`src/rtl/keccak_pkg.sv`:
```
// keccak_pkg: shared widths, pad bytes and FSM states for the Keccak padder.
// KECCAK_PAD_SHA3_EN selects the SHA-3 domain byte 8'h06 instead of Keccak 8'h01.
package keccak_pkg;
  localparam int KECCAK_WORD_W = 64;
  localparam int KECCAK_BLK_W = 512;
`ifdef KECCAK_PAD_SHA3_EN
  localparam logic [7:0] PAD_FIRST_BYTE = 8'h06;
`else
  localparam logic [7:0] PAD_FIRST_BYTE = 8'h01;
`endif
  localparam logic [7:0] PAD_LAST_BYTE = 8'h80;
  typedef enum logic [1:0] {ACCEPT, PAD, FULL} state_e;
endpackage

```
`src/rtl/keccak_pad_word.sv`:
```
// keccak_pad_word: applies pad10*1 to the final partial word; passes other words through.
module keccak_pad_word
  import keccak_pkg::*;
(
  input  logic [KECCAK_WORD_W-1:0] in_word_i,
  input  logic [2:0]               byte_num_i,
  input  logic                     is_last_i,
  input  logic                     is_word7_i,
  output logic [KECCAK_WORD_W-1:0] pad_word_o
);
  logic [5:0]               sh;
  logic [KECCAK_WORD_W-1:0] mask, first, closing;
  assign sh = {byte_num_i, 3'b000};
  assign mask = (64'd1 << sh) - 64'd1;
  assign first = {56'd0, PAD_FIRST_BYTE} << sh;
  // the closing 0x80 merges with the domain byte when both land in byte 7
  assign closing = is_word7_i ? {PAD_LAST_BYTE, 56'd0} : '0;
  assign pad_word_o = is_last_i ? (in_word_i & mask) | first | closing : in_word_i;
endmodule

```
`src/rtl/keccak_padder_512.sv`:
```
// keccak_padder_512: packs 64-bit words into padded 512-bit blocks with a valid/ack handshake.
// Build option: KECCAK_PAD_SHA3_EN (SHA-3 domain pad byte).
module keccak_padder_512
  import keccak_pkg::*;
(
  input  logic                     clk,
  input  logic                     rst,
  input  logic [KECCAK_WORD_W-1:0] in_word,
  input  logic                     in_ready,
  input  logic                     is_last,
  input  logic [2:0]               byte_num,
  input  logic                     out_ack,
  output logic                     busy,
  output logic [KECCAK_BLK_W-1:0]  out_blk,
  output logic                     out_valid,
  output logic                     out_last
);
  state_e                   state_q;
  logic [2:0]               cnt_q;
  logic                     last_q;
  logic [KECCAK_BLK_W-1:0]  blk_q;
  logic [KECCAK_WORD_W-1:0] pad_w, word_d;
  keccak_pad_word u_pad (
    .in_word_i (in_word),
    .byte_num_i(byte_num),
    .is_last_i (is_last),
    .is_word7_i(&cnt_q),
    .pad_word_o(pad_w)
  );
  assign word_d = state_q == PAD ? (&cnt_q ? {PAD_LAST_BYTE, 56'd0} : '0) : pad_w;
  // the 3-bit counter wraps to 0 on word 7; FULL acts as the full flag
  always_ff @(posedge clk or negedge rst) begin
    if (!rst) begin
      state_q <= ACCEPT;
      cnt_q   <= '0;
      last_q  <= 1'b0;
      blk_q   <= '0;
    end else begin
      case (state_q)
        ACCEPT: if (in_ready) begin
          blk_q[{cnt_q, 6'b0} +: KECCAK_WORD_W] <= word_d;
          cnt_q <= cnt_q + 3'd1;
          if (is_last) last_q <= 1'b1;
          if (&cnt_q) state_q <= FULL;
          else if (is_last) state_q <= PAD;
        end
        PAD: begin
          blk_q[{cnt_q, 6'b0} +: KECCAK_WORD_W] <= word_d;
          cnt_q <= cnt_q + 3'd1;
          if (&cnt_q) state_q <= FULL;
        end
        FULL: if (out_ack) begin
          state_q <= ACCEPT;
          last_q  <= 1'b0;
        end
        default: state_q <= ACCEPT;
      endcase
    end
  end
  assign busy = state_q != ACCEPT;
  assign out_valid = state_q == FULL;
  assign out_last = state_q == FULL && last_q;
  assign out_blk = blk_q;
endmodule

```
`config.mk`:
```
export PLATFORM = sky130hd
export DESIGN_NAME = keccak_padder_512
export DESIGN_NICKNAME = d
export VERILOG_FILES = /design/src/rtl/keccak_pkg.sv /design/src/rtl/keccak_pad_word.sv /design/src/rtl/keccak_padder_512.sv
export SDC_FILE = /design/constraint.sdc
export NUM_CORES = 1
export LEC_CHECK = 0
export ABC_CLOCK_PERIOD_IN_PS = 3280
export CAP_MARGIN = 25
export CORE_ASPECT_RATIO = 1.25
export CORE_MARGIN = 2
export CORE_UTILIZATION = 40
export CTS_BUF_LIST = sky130_fd_sc_hd__clkbuf_8
export CTS_CLUSTER_DIAMETER = 30
export DETAILED_ROUTE_END_ITERATION = 12
export GPL_TIMING_DRIVEN = 0
export PLACE_DENSITY = 0.69
export RECOVER_POWER = 50
export REMOVE_ABC_BUFFERS = 1
export SYNTH_ARGS = -nofsm -noshare
export SYNTH_HDL_FRONTEND = slang
export SYNTH_SLANG_ARGS = --single-unit
```
`constraint.sdc`:
```
create_clock -name clk -period 3.28 [get_ports clk]
set_clock_uncertainty 0.2 [all_clocks]
set_input_delay 0.656 -clock clk [delete_from_list [all_inputs] [get_ports clk]]
set_output_delay 0.656 -clock clk [all_outputs]
set_load 0.01 [all_outputs]
```
# Word-level counts from Yosys, hierarchy flattened
# Index checks and enable logic that the tools add are counted.
# word_totals
ff_bits	518
latchBits	0
ramBits	0
mem_bits_ro	0
input_bits	72
output_inout_bits	515
elab_cells	47
mem_count	0
# op_classes
addsub	3
n_mul	0
n_div	0
n_lt_le_gt_ge	0
n_eq_ne	7
shift	3
mux	18
bitwise	3
n_reduce_logical	9
# ops
op	n
$pmux W512 S2	1
$bwmux W512	1
$mux W512	1
$shift A64 B11 Y512 const A	1
$shiftx A64 B11 Y512	1
$mux W64	3
$or A64 B64 Y64	2
$and A64 B64 Y64	1
$shl A1 B6 Y64 const A	1
$sub A64 B1 Y64 const B	1
$neg A9 Y11	1
$mux W2	5
$reduce_and A4 Y1	2
$ne A2 B2 Y1 const B	3
$pmux W2 S3	1
$pmux W3 S2	1
$reduce_bool A2 Y1	3
$add A3 B1 Y3 const B	1
$mux W1	3
$mux W3	1
$ne A3 B2 Y1 const B	1
$reduce_and A3 Y1	1
$eq A2 B1 Y1 const B	1
$eq A2 B2 Y1 const B	1
5 further kinds	5

# Longest topological paths before layout
# Gate-level depths: netlist (run 1).
# depth
word_depth	11
ltp_mapped	12
depth_no_buf	7

# Cells and area by module
# Synthesis (run 1) repeated with hierarchy kept, for this count alone.
# hier_totals
cells_unflattened	1649
hier_area_um2	23356.2
# modules_own_cells
mod	n_inst	cells_per_inst	area_per_inst_um2	seq_area_each_um2
keccak_padder_512	1	1548	22728.0	12962.4
keccak_pad_word	1	101	628.1	0.0

# Worst setup path after synthesis (run 1)
# Ideal clock, no wire load.
# synth_timing
path_type	register -> register
startpoint	register cnt_q[0]
endpoint	register blk_q[8] (netlist: out_blk[8])
setup_time_ns	0.143
t_arrival_ns	2.239
t_required_ns	2.937
path_slack_ns	0.698
stages_incl_launch_ff	13
path_buffers	5
synth_period_minus_slack_ns	2.582
path_cell_list	dfrtp_1 -> buf_4 -> inv_1 -> ha_1 -> ha_1 -> buf_2 -> nor4b_1 -> nand3_1 -> buf_2 -> buf_2 -> buf_2 -> nand2_1 -> o31ai_1
# synth_via
elab_chain_len	9
word_cells_on_any_way	11
cone_classes	add/sub: 1; shift: 2; mux: 6; bitwise: 1; reduce/logical: 1
# synth_lines
element	line	rtl
from (decl)	keccak_padder_512.sv:19	logic [2:0] cnt_q;
from (signal assigned)	keccak_padder_512.sv:42	cnt_q <= cnt_q + 3'd1;
from (signal assigned)	keccak_padder_512.sv:49	cnt_q <= cnt_q + 3'd1;
parallel branches: the longest is 6 deep, another holds $neg A9 Y11	--	
$bwmux W512 *	keccak_padder_512.sv:41, keccak_padder_512.sv:48	
$mux W512	keccak_padder_512.sv:40	ACCEPT: if (in_ready) begin
$pmux W512 S2 *	keccak_padder_512.sv:39	case (state_q)
to (signal, indexed assignment)	keccak_padder_512.sv:41	blk_q[{cnt_q, 6'b0} +: KECCAK_WORD_W] <= word_d;
to (signal, indexed assignment)	keccak_padder_512.sv:48	blk_q[{cnt_q, 6'b0} +: KECCAK_WORD_W] <= word_d;
to (decl)	keccak_padder_512.sv:21	logic [KECCAK_BLK_W-1:0] blk_q;
# Every way passes the cells marked *. The select of a mux whose other input is x is not followed.
# A chain may end at the register's enable or synchronous reset.

# Final worst setup path (run 1)
# layout_timing
startpoint	register cnt_q[0]
endpoint	register blk_q[284] (netlist: out_blk[284])
# Same word-level chain as after synthesis.

==> results.txt, run 1 <==
Setup repair after global routing left no endpoint under its margin. The x dimension of the die is 207 um. The transition at the pin with the smallest max-transition slack came out at approximately 1300 ps. The total routed wirelength came out at around 75000 um.

Entering global routing, the biggest net connects 127 pins. Setup violations remaining at the end of the flow were counted as 0. STA classifies the critical path endpoint as a register.

The synthesized instance count came out at 2045. The total global-route track usage came out at 28.3%. The number of design-rule violations left by the first detailed-router iteration came out at 1227.

The number of antenna violations at the first check in global routing came out at 2. The final route contains 18100 vias. The post-synthesis register bit count came out at 518. The residual overflow from global routing came out at 0. At the worst endpoint, the required time is 3650 ps.

The first-pass GRT wire length is 113000 um. just under 600 I/O pins were placed. The sink count of the clock tree is 518. The initial core utilization came out at 40.6%. The time the worst path needs with I/O delays and setup is 3150 ps. The share of layout cells above drive strength 1 is 10.4%. The final hold violation count is 0.

The most critical setup path has its startpoint at cnt_q[0]$_DFFE_PN0P_. The endpoint identified for the worst register-to-register timing path is out_blk[284]$_DFFE_PN0P_. The DRC violations left came out at 0.

The final number of max-transition violations came out at 0. The startpoint identified for the worst hold timing path is out_blk[330]$_DFFE_PN0P_. The clock passes through at most 3 buffers.

The worst setup path is launched from a register. Clock tree synthesis inserted a total of 102 buffers. The mapped cell area came out at 0.0205 sq mm. The worst register-to-register path has a depth of 10. The count of cell types in the netlist came out at 57. The routed length per placed instance came out at 22.2 um.

The number of nets in the final layout came out at 2718. The power density over the cells came out at around 1100 mW/mm^2. The data arrival at the endpoint of the critical path came out at between 3000 and 4000 ps. The cell total after placement came out at 3181. The share of synthesized registers carrying an async set or reset is 100%. After floorplanning, the core was divided into between 90 and 100 placement rows. IR analysis of the VDD net gives a maximum drop of roughly 0.00086 V. The max capacitance violation total is 0.

A synthesized cell averages 10.0 sq um. The share of the Yosys chip area taken by registers is 63.1%. The class of the most critical hold timing path is reg2reg. In this run the critical register-to-register path is launched from cnt_q[0]$_DFFE_PN0P_. In the synthesized netlist the dominant register cell turns out to be sky130_fd_sc_hd__dfrtp_1. The kind of critical path is reg2reg. Counting flops with a built-in enable in the synthesized netlist gives 0. The clock latency reported for the late side of the worst-skew pair is 690 ps. The run finished with clean final reports. The clock tree from TritonCTS is built. After the flow finishes, the layout carries non-filler instances totaling roughly 3400. The post-synthesis to final-layout area growth is 46.3%. The setup slack on the worst flop-to-flop path came out at between 100 and 150 ps. After layout, the worst path uses a little over nine tenths of the clock period.

The core region area is 0.0505 sq mm. The end point of the critical path is out_blk[284]$_DFFE_PN0P_. The setup slack after layout is 127 ps. The H-tree depth reported by CTS is 3.

Buffers placed on the I/O ports in this run total 586. At the placement stage, the worst setup path has a slack of -771 ps. The post-DP HPWL is around 52000 um. The average vias per placed instance is 5.35.

The worst relative slew slack is 13.9%. The floorplan step defined a die boundary enclosing 0.0532 sq mm. The total number of yosys warnings is 0. The clock transition at the registers of the reported paths is 60 ps. Summed over all cells, the static leakage comes to 13.9 nW.

The tree is rooted in a sky130_fd_sc_hd__clkbuf_8. The worst hold-check slack came out at ~270 ps. The die is 257 um tall. The first TritonRoute pass finished after 7 iterations. The number of global-route vias before repair is 18400.

Timing would allow up to 317 MHz. The global placer's final weighted congestion came out at 0.860. Of all nets on the critical path, the largest fanout is 18. The detail route stage leaves a number of antenna-violating nets equal to 0.
[power breakdown]
| part | internal, mW | switching, mW |
|---|---|---|
| Clock | 4.78 | 3.03 |
| Combinational | 5.88 | 8.21 |
| Sequential | 8.86 | 1.35 |
[flip-flops by register name, summed over array words and instances, names as in the netlist]
name	cells
state_q	2
cnt_q	3
out_blk	512
last_q	1
[placed cells by master (no fill, tap or decap), types with 8 or more instances in the layout]
cell type / netlist / final
sky130_fd_sc_hd__dlygate4sd3_1: 0 / 338
sky130_fd_sc_hd__clkinv_2: 0 / 22
sky130_fd_sc_hd__buf_8: 0 / 22
sky130_fd_sc_hd__dfrtp_1: 518 / 517
sky130_fd_sc_hd__nor2_1: 14 / 14
sky130_fd_sc_hd__clkbuf_8: 0 / 118
sky130_fd_sc_hd__buf_16: 0 / 13
sky130_fd_sc_hd__clkdlybuf4s50_1: 0 / 248
sky130_fd_sc_hd__inv_1: 16 / 27
sky130_fd_sc_hd__bufinv_16: 0 / 18
sky130_fd_sc_hd__o21ai_0: 303 / 303
sky130_fd_sc_hd__nand3_1: 14 / 8
sky130_fd_sc_hd__mux2_2: 8 / 8
sky130_fd_sc_hd__o21ai_1: 15 / 15
sky130_fd_sc_hd__clkinvlp_4: 0 / 9
sky130_fd_sc_hd__o31ai_1: 194 / 194
sky130_fd_sc_hd__nand2_1: 733 / 731
[cells in the mapped netlist (all sizes together), types with 5 or more instances]
| master | count | area [sq um] |
|---|---|---|
| mux2 | 8 | 90.1 |
| nor2 | 14 | 52.6 |
| nand3 | 15 | 80.1 |
| buf | 107 | 614 |
| inv | 16 | 60.1 |
| nor4b | 5 | 77.6 |
| nor3 | 6 | 62.6 |
| o21ai | 319 | 1600 |
| a21oi | 7 | 35.0 |
| dfrtp | 518 | 13000 |
| nand2 | 733 | 2750 |
| and3 | 5 | 31.3 |
| o31ai | 194 | 1460 |
| nor2b | 5 | 31.3 |
| ha | 8 | 100 |
| clkbuf | 46 | 178 |
[worst min-delay path by stage]
stage                               endpoint  cells after the start  slack [ps]
floorplan               cnt_q[0]$_DFFE_PN0P_                      0         160
global placement    out_blk[154]$_DFFE_PN0P_                      2         260
detailed placement  out_blk[172]$_DFFE_PN0P_                      2         260
CTS                 out_blk[172]$_DFFE_PN0P_                      2         280
global route        out_blk[489]$_DFFE_PN0P_                      2         290
finish              out_blk[330]$_DFFE_PN0P_                      2         270
[repair_timing]
item,CTS,global route
pin swaps,4,0
resized for setup,11,9
endpoints found under the setup margin,319,98
hold endpoints to repair,90,0
setup buffers,5,0
hold buffers,1,0
cloned,5,0
[cell type report]
type	count	area (sq um)
Antenna cell	2	5.00
Clock buffer	118	1620
Clock inverter	72	870
Fill cell	4226	20500
Inverter	16	60.1
Multi-Input combinational cell	1363	6950
Sequential cell	518	13000
Tap cell	658	823
Timing Repair Buffer	637	6740
[metal layers]
metal	vias to the layer above	part of all wire, %	global-route usage (%)
met4	0	5.4	15.2
li1	8185	-	-
met2	794	48	46.2
met1	8936	38	33.7
met3	205	8.3	7.79
met5	-	0	0
[kinds of logic (layout without fill, tap and decap cells)]
group           after synthesis  in the layout  synth area share (%)
other cells                   0              2                     0
xor+xnor                      2              2                0.0853
compound gates              535            535                  15.8
buf+inv                     169            843                  4.15
flops                       518            518                  63.1
fa+ha+maj                     8              8                 0.487
mux                           8              8                 0.439
simple gates                805            810                  16.0
[through the flow]
stage          TNS [ps]  util (%)  power [mW]  cell area, sq um
2_1_floorplan   -490960         -        15.4             19700
3_3_place_gp          -      52.3        23.3             26400
3_5_place_dp    -148060      54.2        24.5             27400
4_1_cts           -13.0      59.4        32.9             30000
5_1_grt               0      59.4        33.9             30000
6_report              0      59.4        32.1             30000
[worst max-delay path: stages, from the launching register on]
cell and delay [ps]:
sky130_fd_sc_hd__dfrtp_2 530, sky130_fd_sc_hd__inv_1 150, sky130_fd_sc_hd__ha_1 230, sky130_fd_sc_hd__ha_2 500
sky130_fd_sc_hd__nor2b_1 210, sky130_fd_sc_hd__nand4_1 210, sky130_fd_sc_hd__buf_8 250, sky130_fd_sc_hd__buf_8 160
sky130_fd_sc_hd__buf_8 160, sky130_fd_sc_hd__buf_8 160, sky130_fd_sc_hd__o31ai_1 240
No activity file was read; power rests on OpenSTA's default activity.
==> run 2: changes to the inputs <==
--- a/config.mk
+++ b/config.mk
@@ -7,16 +7,17 @@
 export LEC_CHECK = 0
 export ABC_CLOCK_PERIOD_IN_PS = 3280
 export CAP_MARGIN = 25
-export CORE_ASPECT_RATIO = 1.25
 export CORE_MARGIN = 2
 export CORE_UTILIZATION = 40
 export CTS_BUF_LIST = sky130_fd_sc_hd__clkbuf_8
 export CTS_CLUSTER_DIAMETER = 30
 export DETAILED_ROUTE_END_ITERATION = 12
 export GPL_TIMING_DRIVEN = 0
-export PLACE_DENSITY = 0.69
+export PLACE_DENSITY = 0.67
 export RECOVER_POWER = 50
 export REMOVE_ABC_BUFFERS = 1
 export SYNTH_ARGS = -nofsm -noshare
 export SYNTH_HDL_FRONTEND = slang
+export SYNTH_HIERARCHICAL = 1
 export SYNTH_SLANG_ARGS = --single-unit
+export TNS_END_PERCENT = 10
==> run 2 against run 1 <==
  * Utilization fell by 1.2 points
  * Clock power grew 17%
  * Combinational power increased by 14%
  * Highest routed layer is now met5
  * Worst hold slack worse by 88 ps
  * Via count fell by 5.9%
  * Sequential power about the same
  * Design area rose by 12%
  * Fmax down 0.33%
==> results.txt, run 2 <==
The share of synthesized area occupied by flip-flops and latches is 55.5% (was 63.1%). The initial core utilization came out at 40.5% (was 40.6%). The setup slack on the worst flop-to-flop path was 120 ps (was 130 ps). The number of rows in the core area came to 88 (was 92).

The worst path required time came out at 3710 ps (was 3650 ps). The sequential group share of total power came out at 28.7% (was 31.8%). The post-synthesis to final-layout area growth is 43.8% (was 46.3%). Most used standard cells in the synthesized netlist: sky130_fd_sc_hd__dfrtp_1, sky130_fd_sc_hd__mux2_2, sky130_fd_sc_hd__nor4b_1 (was sky130_fd_sc_hd__nand2_1, sky130_fd_sc_hd__dfrtp_1, sky130_fd_sc_hd__o21ai_0). The final hold violation count came out at 0 (unchanged). Setup repair after global routing missed its margin: no (unchanged). The startpoint of the worst register-to-register path was cnt_q[0]$_DFFE_PN0P_ (unchanged). The combinational power share is 45.4% (was 43.9%). The cell-internal power is 22.5 mW (was 19.5 mW).

The transition at the pin with the smallest max-transition slack is 1380 ps (was 1290 ps). The standard cell with the maximum stage delay on the critical path is sky130_fd_sc_hd__or3_4 (was sky130_fd_sc_hd__dfrtp_2). The utilization after layout was 58.2% (was 59.4%).

The maximum fanout along the worst path came out at 37 (was 18). The clock tree from TritonCTS is built (unchanged). The cell with the most instances after synthesis was sky130_fd_sc_hd__dfrtp_1 (was sky130_fd_sc_hd__nand2_1). The first-pass GRT wire length came out at 117000 um (was 113000 um). The residual overflow from global routing is 0 (unchanged). The stage delay of the slowest cell on the critical path came to 670 ps (was 530 ps). The clock buffer count from CTS came out at 134 (was 102). The clock root buffer master is sky130_fd_sc_hd__clkbuf_8 (unchanged). The count of flip-flops with a built-in enable after synthesis came out at 0 (unchanged). The number of flip-flops under the largest register name is 512 (unchanged). The endpoint kind of the worst setup timing path is a register (unchanged). The worst supply voltage drop on vdd is 0.000755 V (was 0.000858 V). The largest buffer count on any clock path is 3 (unchanged). The number of global-route vias before repair came out at 18500 (was 18400). The final number of max-transition violations is 0 (unchanged).

The mapped cell area came to 0.0234 sq mm (was 0.0205 sq mm). The kind of start point of the critical path is a register (unchanged). Result of the run: complete, no violations (unchanged).

The main flop type after synthesis is sky130_fd_sc_hd__dfrtp_1 (unchanged). The share of layout cells above drive strength 1 came to 33.8% (was 10.4%). The worst relative slew slack came to 8.02% (was 13.9%). The total via count after detailed routing came out at 17100 (was 18100). The floorplan die area came to 0.0603 sq mm (was 0.0532 sq mm).

The clock transition at the registers of the reported paths came to 50 ps (was 60 ps). The class of the most critical hold timing path is in2async (was reg2reg). The count of cell types in the netlist is 46 (was 57). The die span in y is 246 um (was 257 um). The number of antenna violations at the first check in global routing came to 2 (unchanged). The depth of the worst register-to-register path is 7 (was 10). The net switching share of the total power came out at 36.5% (was 39.2%).

The share of synthesized registers carrying an async set or reset is 100% (unchanged). The routed length per placed instance came to 24.8 um (was 22.2 um). The synthesized instance count was 1649 (was 2045).

The total number of yosys warnings came out at 6 (was 0). The cell total after placement came out at 2909 (was 3181). The H-tree depth reported by CTS came out at 4 (was 3).

The core region area is 0.0577 sq mm (was 0.0505 sq mm). The max capacitance violation total is 0 (unchanged). The part of the power in the clock network is 25.9% (was 24.3%). The x dimension of the die is 246 um (was 207 um). The sink count of the clock tree is 518 (unchanged). The data arrival at the endpoint of the critical path is 3600 ps (was 3520 ps). The average vias per placed instance is 5.40 (was 5.35). The static leakage came out at 15.8 nW (was 13.9 nW). The clock latency reported for the late side of the worst-skew pair came out at 750 ps (was 690 ps). The leading area contributor after synthesis is sky130_fd_sc_hd__dfrtp_1 (unchanged). The maximum number of pins on one net before global-route repair is 120 (was 127). Commonest cells after routing, fill and taps aside: sky130_fd_sc_hd__dfrtp_1, sky130_fd_sc_hd__mux2_2, sky130_fd_sc_hd__clkdlybuf4s50_1 (was sky130_fd_sc_hd__nand2_1, sky130_fd_sc_hd__dfrtp_1, sky130_fd_sc_hd__dlygate4sd3_1).

The final total power came out at 35.4 mW (was 32.1 mW). The reported net switching power is 12.9 mW (was 12.6 mW). The power density over the cells is 1050 mW/mm^2 (was 1070 mW/mm^2).

The synthesized area divided by synthesized cell count was 14.2 sq um (was 10.0 sq um). The number of search-and-repair iterations in the first detailed-routing pass came out at 5 (was 7). The post-detailed-route count of antenna-violating nets came to 0 (unchanged).

The kind of critical path is reg2reg (unchanged). Cell Chain, Critical Path: inv_1, ha_2, ha_4, o31ai_1, or3_4, buf_16, mux2_2 (was inv_1, ha_1, ha_2, nor2b_1, nand4_1, buf_8, buf_8, buf_8, buf_8, o31ai_1). The number of design-rule violations left by the first detailed-router iteration is 777 (was 1227).

The number of nets in the final layout is 2365 (was 2718). The global placer's final weighted congestion came out at 0.793 (was 0.860). The top-level port count came out at 587 (unchanged). The post-DP HPWL was 52700 um (was 52200 um). The post-route fraction of the period consumed by the critical path is 96.5% (was 96.1%). The count of final setup violators is 0 (unchanged).

The number of buffers inserted by port buffering is 586 (unchanged). The portion of synthesized cell area occupied by the leading cell type is 55.5% (was 63.1%). The capture instance of the worst register-to-register path is out_blk[131]$_DFFE_PN0P_ (was out_blk[284]$_DFFE_PN0P_). The post-synthesis register bit count was 518 (unchanged). The number of standard cells in the layout, taps in and fillers out came out at 3157 (was 3384).

The top achievable clock speed is 316 MHz (was 317 MHz). The time the worst path needs with I/O delays and setup came to 3160 ps (was 3150 ps). The most common cell after layout, fill and taps aside was sky130_fd_sc_hd__dfrtp_1 (was sky130_fd_sc_hd__nand2_1). Top post-synthesis cells by area: sky130_fd_sc_hd__dfrtp_1, sky130_fd_sc_hd__mux2_2, sky130_fd_sc_hd__nor4b_1 (was sky130_fd_sc_hd__dfrtp_1, sky130_fd_sc_hd__nand2_1, sky130_fd_sc_hd__o21ai_0).

The total global-route track usage came out at 25.8% (was 28.3%). The worst hold-check slack came out at 181 ps (was 269 ps). The DRC violations left came out at 0 (unchanged). The total routed wirelength came to 78400 um (was 75300 um).
run 2: cell types whose count changed after synthesis, sizes merged, moves of 18 or more:
cell,previous run,this run
nor2b,5,82
mux2,8,506
nand2,733,14
buf,107,81
o31ai,194,12
and2,1,43
o21ai,319,8
clkbuf,46,64
nor4b,5,189
nor3b,2,63
run 2: kinds of logic (layout without fill, tap and decap cells):
family	after synthesis	after routing	synth area share [%]
AO/OA/AOI/OAI	34	34	1.11
XOR/XNOR	2	2	0.0750
adder cells (fa/ha/maj)	8	8	0.429
buffers and inverters	159	900	3.69
flip-flops	518	518	55.5
multiplexers	509	509	25.5
other	0	2	0
AND/OR/NAND/NOR	419	419	13.7
run 2: stage by stage:
step / TNS [ps] / setup slack [ps] / cell area [sq um]
after CTS: 0 / 7.92 / 33600
after floorplan: -4463830 / -10460 / 22500
after global routing: 0 / 6.64 / 33600
after detailed placement: -186710 / -1130 / 30500
final: 0 / 116 / 33600
after global placement: - / -21560 / 29400
run 2: what timing repair did:
action,in CTS,in global routing
setup buffers,4,0
pin swaps,1,1
hold buffers,1,0
endpoints found under the setup margin,422,64
resized for setup,5,6
endpoints found under the hold margin,159,0
run 2: final cells by class:
cell class	instances	area, sq um
tap	765	957
multi-input combinational	972	9620
fill	4643	24100
sequential	518	13000
clock buffer	169	2330
clock inverter	72	766
inverter	14	52.6
timing repair buffer	645	6900
antenna	2	5.00
run 2: power by group through the flow:
stage	registers (mW)	clock network, mW	logic [mW]
2_1_floorplan	11.0	0	5.28
3_3_place_gp	10.3	0	14.1
4_1_cts	10.2	9.36	16.6
5_1_grt	10.5	9.70	16.9
6_report	10.2	9.17	16.1
3_5_place_dp	10.3	0	16.5
run 2: worst max-delay path by stage:
stage                     cells past startpoint                  endpoint                    from
after global placement                        1  out_blk[151]$_DFFE_PN0P_                     rst
after global routing                          9  out_blk[426]$_DFFE_PN0P_             byte_num[1]
final                                         7  out_blk[131]$_DFFE_PN0P_    cnt_q[0]$_DFFE_PN0P_
after CTS                                     9  out_blk[426]$_DFFE_PN0P_             byte_num[2]
after floorplan                               3  out_blk[511]$_DFFE_PN0P_  state_q[0]$_DFFE_PN0P_
after detailed placement                      9  out_blk[426]$_DFFE_PN0P_             byte_num[2]
run 2: worst max-delay path, delay by kind of cell (launching register included):
family,cells,cell delay [ps]
flops,1,510
compound gates,1,230
fa+ha+maj,2,530
simple gates,1,670
buf+inv,2,460
mux,1,380
run 2: metal layers:
layer / global-route usage, % / vias to the layer above / part of all wire, %
met1: 30.5 / 8874 / 39
li1: - / 7323 / -
met2: 41.8 / 677 / 48
met3: 9.21 / 180 / 8.2
met5: 0 / - / 0.015
met4: 12.5 / 2 / 4.2
